===== src/rtl/ifid_latch.sv =====
// IF/ID pipeline register: captures fetched instructions, holds on hazard stalls,
// inserts bubbles on misses/flushes and exposes rs/rt/jump/branch to the hazard unit.
module ifid_latch #(
  parameter int unsigned STALL_LIMIT = 255,
  parameter int          CNT_W       = 8
) (
  input  logic             CLK,
  input  logic             RST,
  input  logic             ihit,
  input  logic             prog_en,
  input  logic             flush,
  input  logic             ctrl_resolved,
  input  logic [31:0]      instr_in,
  input  logic [31:0]      pcplus4_in,
  output logic [31:0]      instr_out,
  output logic [31:0]      pcplus4_out,
  output logic             valid,
  output logic [4:0]       ifid_register_rs,
  output logic [4:0]       ifid_register_rt,
  output logic             ifid_jump,
  output logic             ifid_branch,
  output logic [CNT_W-1:0] stall_count,
  output logic             stall_timeout
);

  typedef enum logic [1:0] {EMPTY, LOADED, CTRL_WAIT} state_t;

  state_t           state_p1, state_d;
  logic [31:0]      instr_d, pcplus4_d;
  logic [CNT_W-1:0] cnt_d;

  function automatic logic is_jump(input logic [31:0] instr);
    logic [5:0] op;
    op = instr[31:26];
    return (op == 6'h02) || (op == 6'h03) || ((op == 6'h00) && (instr[5:0] == 6'h08));
  endfunction

  function automatic logic is_branch(input logic [31:0] instr);
    return (instr[31:26] == 6'h04) || (instr[31:26] == 6'h05);
  endfunction

  function automatic logic [CNT_W-1:0] sat_inc(input logic [CNT_W-1:0] c);
    return (&c) ? c : c + CNT_W'(1);
  endfunction

  always_comb begin
    state_d   = state_p1;
    instr_d   = instr_out;
    pcplus4_d = pcplus4_out;
    cnt_d     = stall_count;
    if (flush) begin
      state_d   = EMPTY;
      instr_d   = '0;
      pcplus4_d = '0;
      cnt_d     = '0;
    end else if (!prog_en) begin
      // Held edge: data frozen, but a resolution pulse still retires the pending control op.
      if (state_p1 == CTRL_WAIT && ctrl_resolved) state_d = LOADED;
      if (state_p1 != EMPTY) cnt_d = sat_inc(stall_count);
    end else if (ihit) begin
      state_d   = (is_jump(instr_in) || is_branch(instr_in)) ? CTRL_WAIT : LOADED;
      instr_d   = instr_in;
      pcplus4_d = pcplus4_in;
      cnt_d     = '0;
    end else begin
      state_d   = EMPTY;
      instr_d   = '0;
      pcplus4_d = '0;
      cnt_d     = '0;
    end
  end

  // IF -> ID stage boundary
  always_ff @(posedge CLK or posedge RST) begin
    if (RST) begin
      state_p1    <= EMPTY;
      instr_out   <= '0;
      pcplus4_out <= '0;
      stall_count <= '0;
    end else begin
      state_p1    <= state_d;
      instr_out   <= instr_d;
      pcplus4_out <= pcplus4_d;
      stall_count <= cnt_d;
    end
  end

  assign valid            = (state_p1 != EMPTY);
  assign ifid_register_rs = valid ? instr_out[25:21] : 5'd0;
  assign ifid_register_rt = valid ? instr_out[20:16] : 5'd0;
  assign ifid_jump        = (state_p1 == CTRL_WAIT) && is_jump(instr_out);
  assign ifid_branch      = (state_p1 == CTRL_WAIT) && is_branch(instr_out);
  assign stall_timeout    = (32'(stall_count) >= STALL_LIMIT);

endmodule


===== config.mk =====
export PLATFORM = sky130hd
export DESIGN_NAME = ifid_latch
export DESIGN_NICKNAME = d
export VERILOG_FILES = /design/src/rtl/ifid_latch.sv
export SDC_FILE = /design/constraint.sdc
export NUM_CORES = 1
export LEC_CHECK = 0
export ABC_AREA = 1
export CAP_MARGIN = 5
export CORE_UTILIZATION = 25
export DETAILED_ROUTE_END_ITERATION = 10
export GPL_TIMING_DRIVEN = 1
export PLACE_DENSITY_LB_ADDON = 0.05
export SLEW_MARGIN = 20
export SYNTH_ARGS = -nofsm -noshare
export SYNTH_HDL_FRONTEND = slang
export SYNTH_SLANG_ARGS = --single-unit

===== constraint.sdc =====
create_clock -name CLK -period 2.46 [get_ports CLK]
set_clock_uncertainty 0.05 [all_clocks]
set_input_delay 0.246 -clock CLK [delete_from_list [all_inputs] [get_ports CLK]]
set_output_delay 0.246 -clock CLK [all_outputs]
set_load 0.01 [all_outputs]

* After elaboration in Yosys (flattened, before gate mapping)
Cells that the tools add are included.
** Cells by class
- $add $sub $neg :: 1
- Order comparisons :: 1
- Equality and inequality tests :: 12
- Mux-type cells :: 17
- Reductions and logical operators :: 20
** Operators by type and width (count)
- $mux 32 :: 6
- $mux 8 :: 4
- $eq 6x2->1 const B :: 4
- $eq 6x3->1 const B :: 4
- $eq 6x4->1 const B :: 2
- $logic_not 6->1 :: 2
- $mux 2 :: 5
- $mux 5 :: 2
- $add 8x1->8 const B :: 1
- $ge 8x8->1 const B :: 1
- $reduce_and 8->1 :: 1
- $logic_or 1x1->1 :: 7
- $reduce_bool 3->1 :: 2
- $logic_and 1x1->1 :: 5
- $reduce_bool 2->1 :: 2
- $ne 3x3->1 const B :: 1
- $eq 2x2->1 const B :: 1
- $reduce_and 2->1 :: 1
** Storage, ports and cells
- Register bits :: 74
- Output and inout bits :: 86
- Logic and storage cells :: 55

* Longest topological paths before layout
- Depth after elaboration :: 8
- Depth in mapped cells :: 8

* Least setup slack after synthesis
Ideal clock, no wire load.
- Kind :: register to register
- Start :: reg stall_count[1]
- End :: reg stall_count[3]
- Arrival :: 1202 ps
- Setup slack :: 1091 ps
- Stages on the path, launching flop included :: 9
- Buffers on the path :: 0
- Clock period less this slack :: 1369 ps
- Cell sequence :: dfrtp_1 ha_1 nand2_1 nor2_2 nand3_1 nand2_2 inv_2 nand3_1 nand2_1
** Between the ends
- Cells in the longest elaborated chain, start to end :: 5
- Elaborated cells between the ends (all ways) :: 8
** RTL lines
- start, declared :: RTL line 22 : output logic [CNT_W-1:0] stall_count,
- start signal, assigned :: RTL line 84 : stall_count <= cnt_d;
- $add 8x1->8 :: RTL line 43 : return (&c) ? c : c + CNT_W'(1);
- $mux 8 :: RTL line 43
- $mux 8 :: RTL line 59 : if (state_p1 != EMPTY) cnt_d = sat_inc(stall_count);
- $mux 8 :: RTL line 56 : end else if (!prog_en) begin
- $mux 8 :: RTL line 51 : if (flush) begin
Parallel ways exist; a longest one is shown, timed or not. The select of a mux whose other input is x is not followed.
A chain may end at the register's enable or synchronous reset.

* Worst setup path in the final report
- Start :: reg instr_out[4]
- End :: out ifid_jump
** Between the ends
- Cells in the longest elaborated chain, start to end :: 4
** RTL lines
- start, declared :: RTL line 15 : output logic [31:0] instr_out,
- start signal, assigned :: RTL line 82 : instr_out <= instr_d;
- $eq 6x4->1 :: RTL line 35 : return (op == 6'h02) || (op == 6'h03) || ((op == 6'h00) && (instr[5:0] == 6'h08));
- $logic_and 1x1->1 :: RTL line 35
- $logic_or 1x1->1 :: RTL line 35
- $logic_and 1x1->1 :: RTL line 91 : assign ifid_jump = (state_p1 == CTRL_WAIT) && is_jump(instr_out);
- end, declared :: RTL line 20 : output logic ifid_jump,
Every way passes these cells.

==> impl_metrics.env <==
export IMPL_postCtsHoldBufs=0
export IMPL_crit_path_end_kind="primary output"
export IMPL_postSynthNetCount=374
export IMPL_antenna_violations_before_repair=0
export IMPL_cellLeakagePower_nw=2.25
export IMPL_timing_final_hold_violations=0
export IMPL_crit_required_ns=2.16
export IMPL_combined_global_route_utilization_of_all_metal_layers_pct=14.7
export IMPL_syn2layout_area_growth_pct=66.2
export IMPL_setup_tns_final_ns=0
export IMPL_synth_seq_cells=74
export IMPL_design_core_area_um2=12100
export IMPL_cts_reportedPaths_clkPinSlew_ns=0.06
export IMPL_drt_pass1_iter_count=4
export IMPL_gp_congestion=0.790
export IMPL_layout_commonest_cell="clkdlybuf4s50_1"
export IMPL_synth_enable_flop_cells=0
export IMPL_post_cts_buffers=0
export IMPL_cap_viol_max_count=0
export IMPL_num_io_pins=156
export IMPL_clock_root_buffer="clkbuf_16"
export IMPL_p_per_area_nw_per_um2=614
export IMPL_hpwl_mm=6.34
export IMPL_floorplan_rows=40
export IMPL_irDropWorstVdd_v=0.000292
export IMPL_worst_pin_slew_ns=0.487
export IMPL_count_of_distinct_cell_types_in_the_synthesized_netlist=24
export IMPL_via_count=2714
export IMPL_dieArea_um2=12800
export IMPL_largest_fanout_on_the_critical_path=3
export IMPL_dpl_worst_slack_ns=0.534
export IMPL_synth_avg_cell_area_um2=10.2
export IMPL_vias_per_cell=4.29
export IMPL_fin_ws_ns=0.321
export IMPL_htree_levels=3
export IMPL_detailedRoute_firstIterationViolations=126
export IMPL_post_route_period_util_pct=87.0
export IMPL_antenna_cells_inserted=0
export IMPL_max_freq_mhz=467
export IMPL_drt_drc_violations_left=0
export IMPL_synth_top_flop_cell="dfrtp_1"
export IMPL_clock_path_buffers=2
export IMPL_clock_latency_ns=0.33
export IMPL_cts_inserted_buffers=9
export IMPL_result_of_the_run="complete, no violations"
export IMPL_grt_first_pass_wirelength_mm=14.6
export IMPL_globalRouteOverflowTotal=0
export IMPL_grt_setup_unrepaired="false"
export IMPL_synthesis_area_um2=3100
export IMPL_period_minus_slack_ns=2.14
export IMPL_cp_data_arrival_time_ns=1.84
export IMPL_first_global_vias=2812
export IMPL_class_of_the_tightest_hold_or_removal_check="in -> async"
export IMPL_tritoncts="done"
export IMPL_setup_violations_final=0
export IMPL_die_w_um=113
export IMPL_max_slew_margin_pct=67.5
export IMPL_post_cts_resized=0
export IMPL_floorplan_die_height_um=113
export IMPL_total_number_of_nets_in_the_final_design=531
export IMPL_total_power_mw=3.16
export IMPL_final_layout_size_suffix_gt1_share_pct=6.47
export IMPL_clock_sinks=74
export IMPL_mostFrequentLayoutCells="155 x clkdlybuf4s50_1, 74 x dfrtp_1, 51 x nand2_1, 42 x a22o_1, 35 x inv_1"
export IMPL_wirelength_mm=8.97
export IMPL_grt_start_max_net_pins=46
export IMPL_fin_worst_hold_slack_ns=0.0886
export IMPL_sequential_element_share_of_the_synthesized_area_pct=59.8
export IMPL_share_of_synthesized_registers_carrying_an_async_set_or_reset_pct=100
export IMPL_starting_density_of_the_core_pct=25.7
export IMPL_drtAntennaViolNets=0
export IMPL_fillCellCount=1218
export IMPL_worst_setup_path_type="reg -> out"
export IMPL_start_kind="flop"
export IMPL_buffers_added_on_ports=155
export IMPL_ys_warn_count=0
export IMPL_slew_limit_fails=0
export IMPL_routedWlPerCell_um=14.2
export IMPL_synth_cells=303
-- critical path: stages, from the launching register on --
cell	delay [ns]
dfrtp_1	0.40
nor3_1	0.28
nand2_1	0.09
a21oi_1	0.17
clkdlybuf4s50_1	0.57
-- path summary, 6_finish.rpt --
check	start	cells past startpoint	end	slack, ns
max	instr_out[4]$_DFFE_PP0P_	4	ifid_jump	0.32
min	RST	2	stall_count[7]$_DFFE_PP0P_	0.09
max reg2reg	stall_count[0]$_DFFE_PP0P_	8	stall_count[3]$_DFFE_PP0P_	0.94
min reg2reg	instr_out[10]$_DFFE_PP0P_	1	instr_out[10]$_DFFE_PP0P_	0.45
max in group asynchronous	RST	3	instr_out[28]$_DFFE_PP0P_	1.72
min in group CLK	instr_in[18]	3	instr_out[18]$_DFFE_PP0P_	0.41
-- report_power, final --
group	internal [mW]	switching, mW
Sequential	1.26	0.0255
Combinational	0.210	0.154
Clock	1.01	0.501
-- registers in the layout, indices dropped and copies added, names as in the netlist --
| register | count |
|---|---|
| instr_out | 32 |
| state_p1 | 2 |
| pcplus4_out | 32 |
| stall_count | 8 |
-- per-stage QoR --
stage | util, % | cells | instance area (um^2)
6_report | 42.7 | 632 | 5150
5_1_grt | 42.7 | 632 | 5150
4_1_cts | 42.7 | 632 | 5150
3_5_place_dp | 39.9 | 617 | 4810
3_3_place_gp | 39.9 | 617 | 4810
2_1_floorplan | - | 303 | 3100
-- cell usage after synthesis, types with 2 or more instances --
master | instances | share of area [%]
nor2_1 | 25 | 3.0
inv_1 | 36 | 4.4
nor4_1 | 2 | 0.40
xor2_1 | 2 | 0.57
inv_2 | 3 | 0.36
nand4_1 | 4 | 0.81
nand3_1 | 11 | 1.8
buf_4 | 2 | 0.48
nor2_2 | 2 | 0.40
nand2_1 | 51 | 6.2
a22o_1 | 42 | 12
o21ai_1 | 8 | 1.3
o21ai_0 | 18 | 2.9
clkbuf_1 | 2 | 0.24
buf_2 | 3 | 0.48
dfrtp_1 | 74 | 60
a21oi_1 | 4 | 0.65
buf_6 | 8 | 2.9
-- cell families (layout without fill, tap and decap cells) --
logic type	Yosys count	after routing	synth area share, %
simple gates	99	99	13.5
xor+xnor	2	2	0.566
fa+ha+maj	1	1	0.404
flops	74	74	59.8
buf+inv	54	215	8.84
compound gates	73	73	16.9
-- per-layer routing --
metal / GRT usage [%] / up-vias / share of wire, % / wire [um]
met2: 21.5 / 102 / 43 / 3900
li1: - / 1326 / - / -
met5: 0 / - / 0 / 0
met4: 6.49 / 0 / 1.8 / 159
met1: 20.0 / 1275 / 48 / 4300
met3: 4.23 / 11 / 6.8 / 612
-- area by class of cell --
| cell class | count | area, um^2 | share of cell area (%) |
|---|---|---|---|
| clock buffers | 10 | 239 | 4.64 |
| clock inverters | 5 | 103 | 1.99 |
| inverters | 39 | 148 | 2.87 |
| multi-input cells | 175 | 977 | 19.0 |
| flip-flops and latches | 74 | 1850 | 36.0 |
| well taps | 168 | 210 | 4.08 |
| repair buffers | 161 | 1620 | 31.5 |
Note: power is estimated with default switching activity, not from simulation.
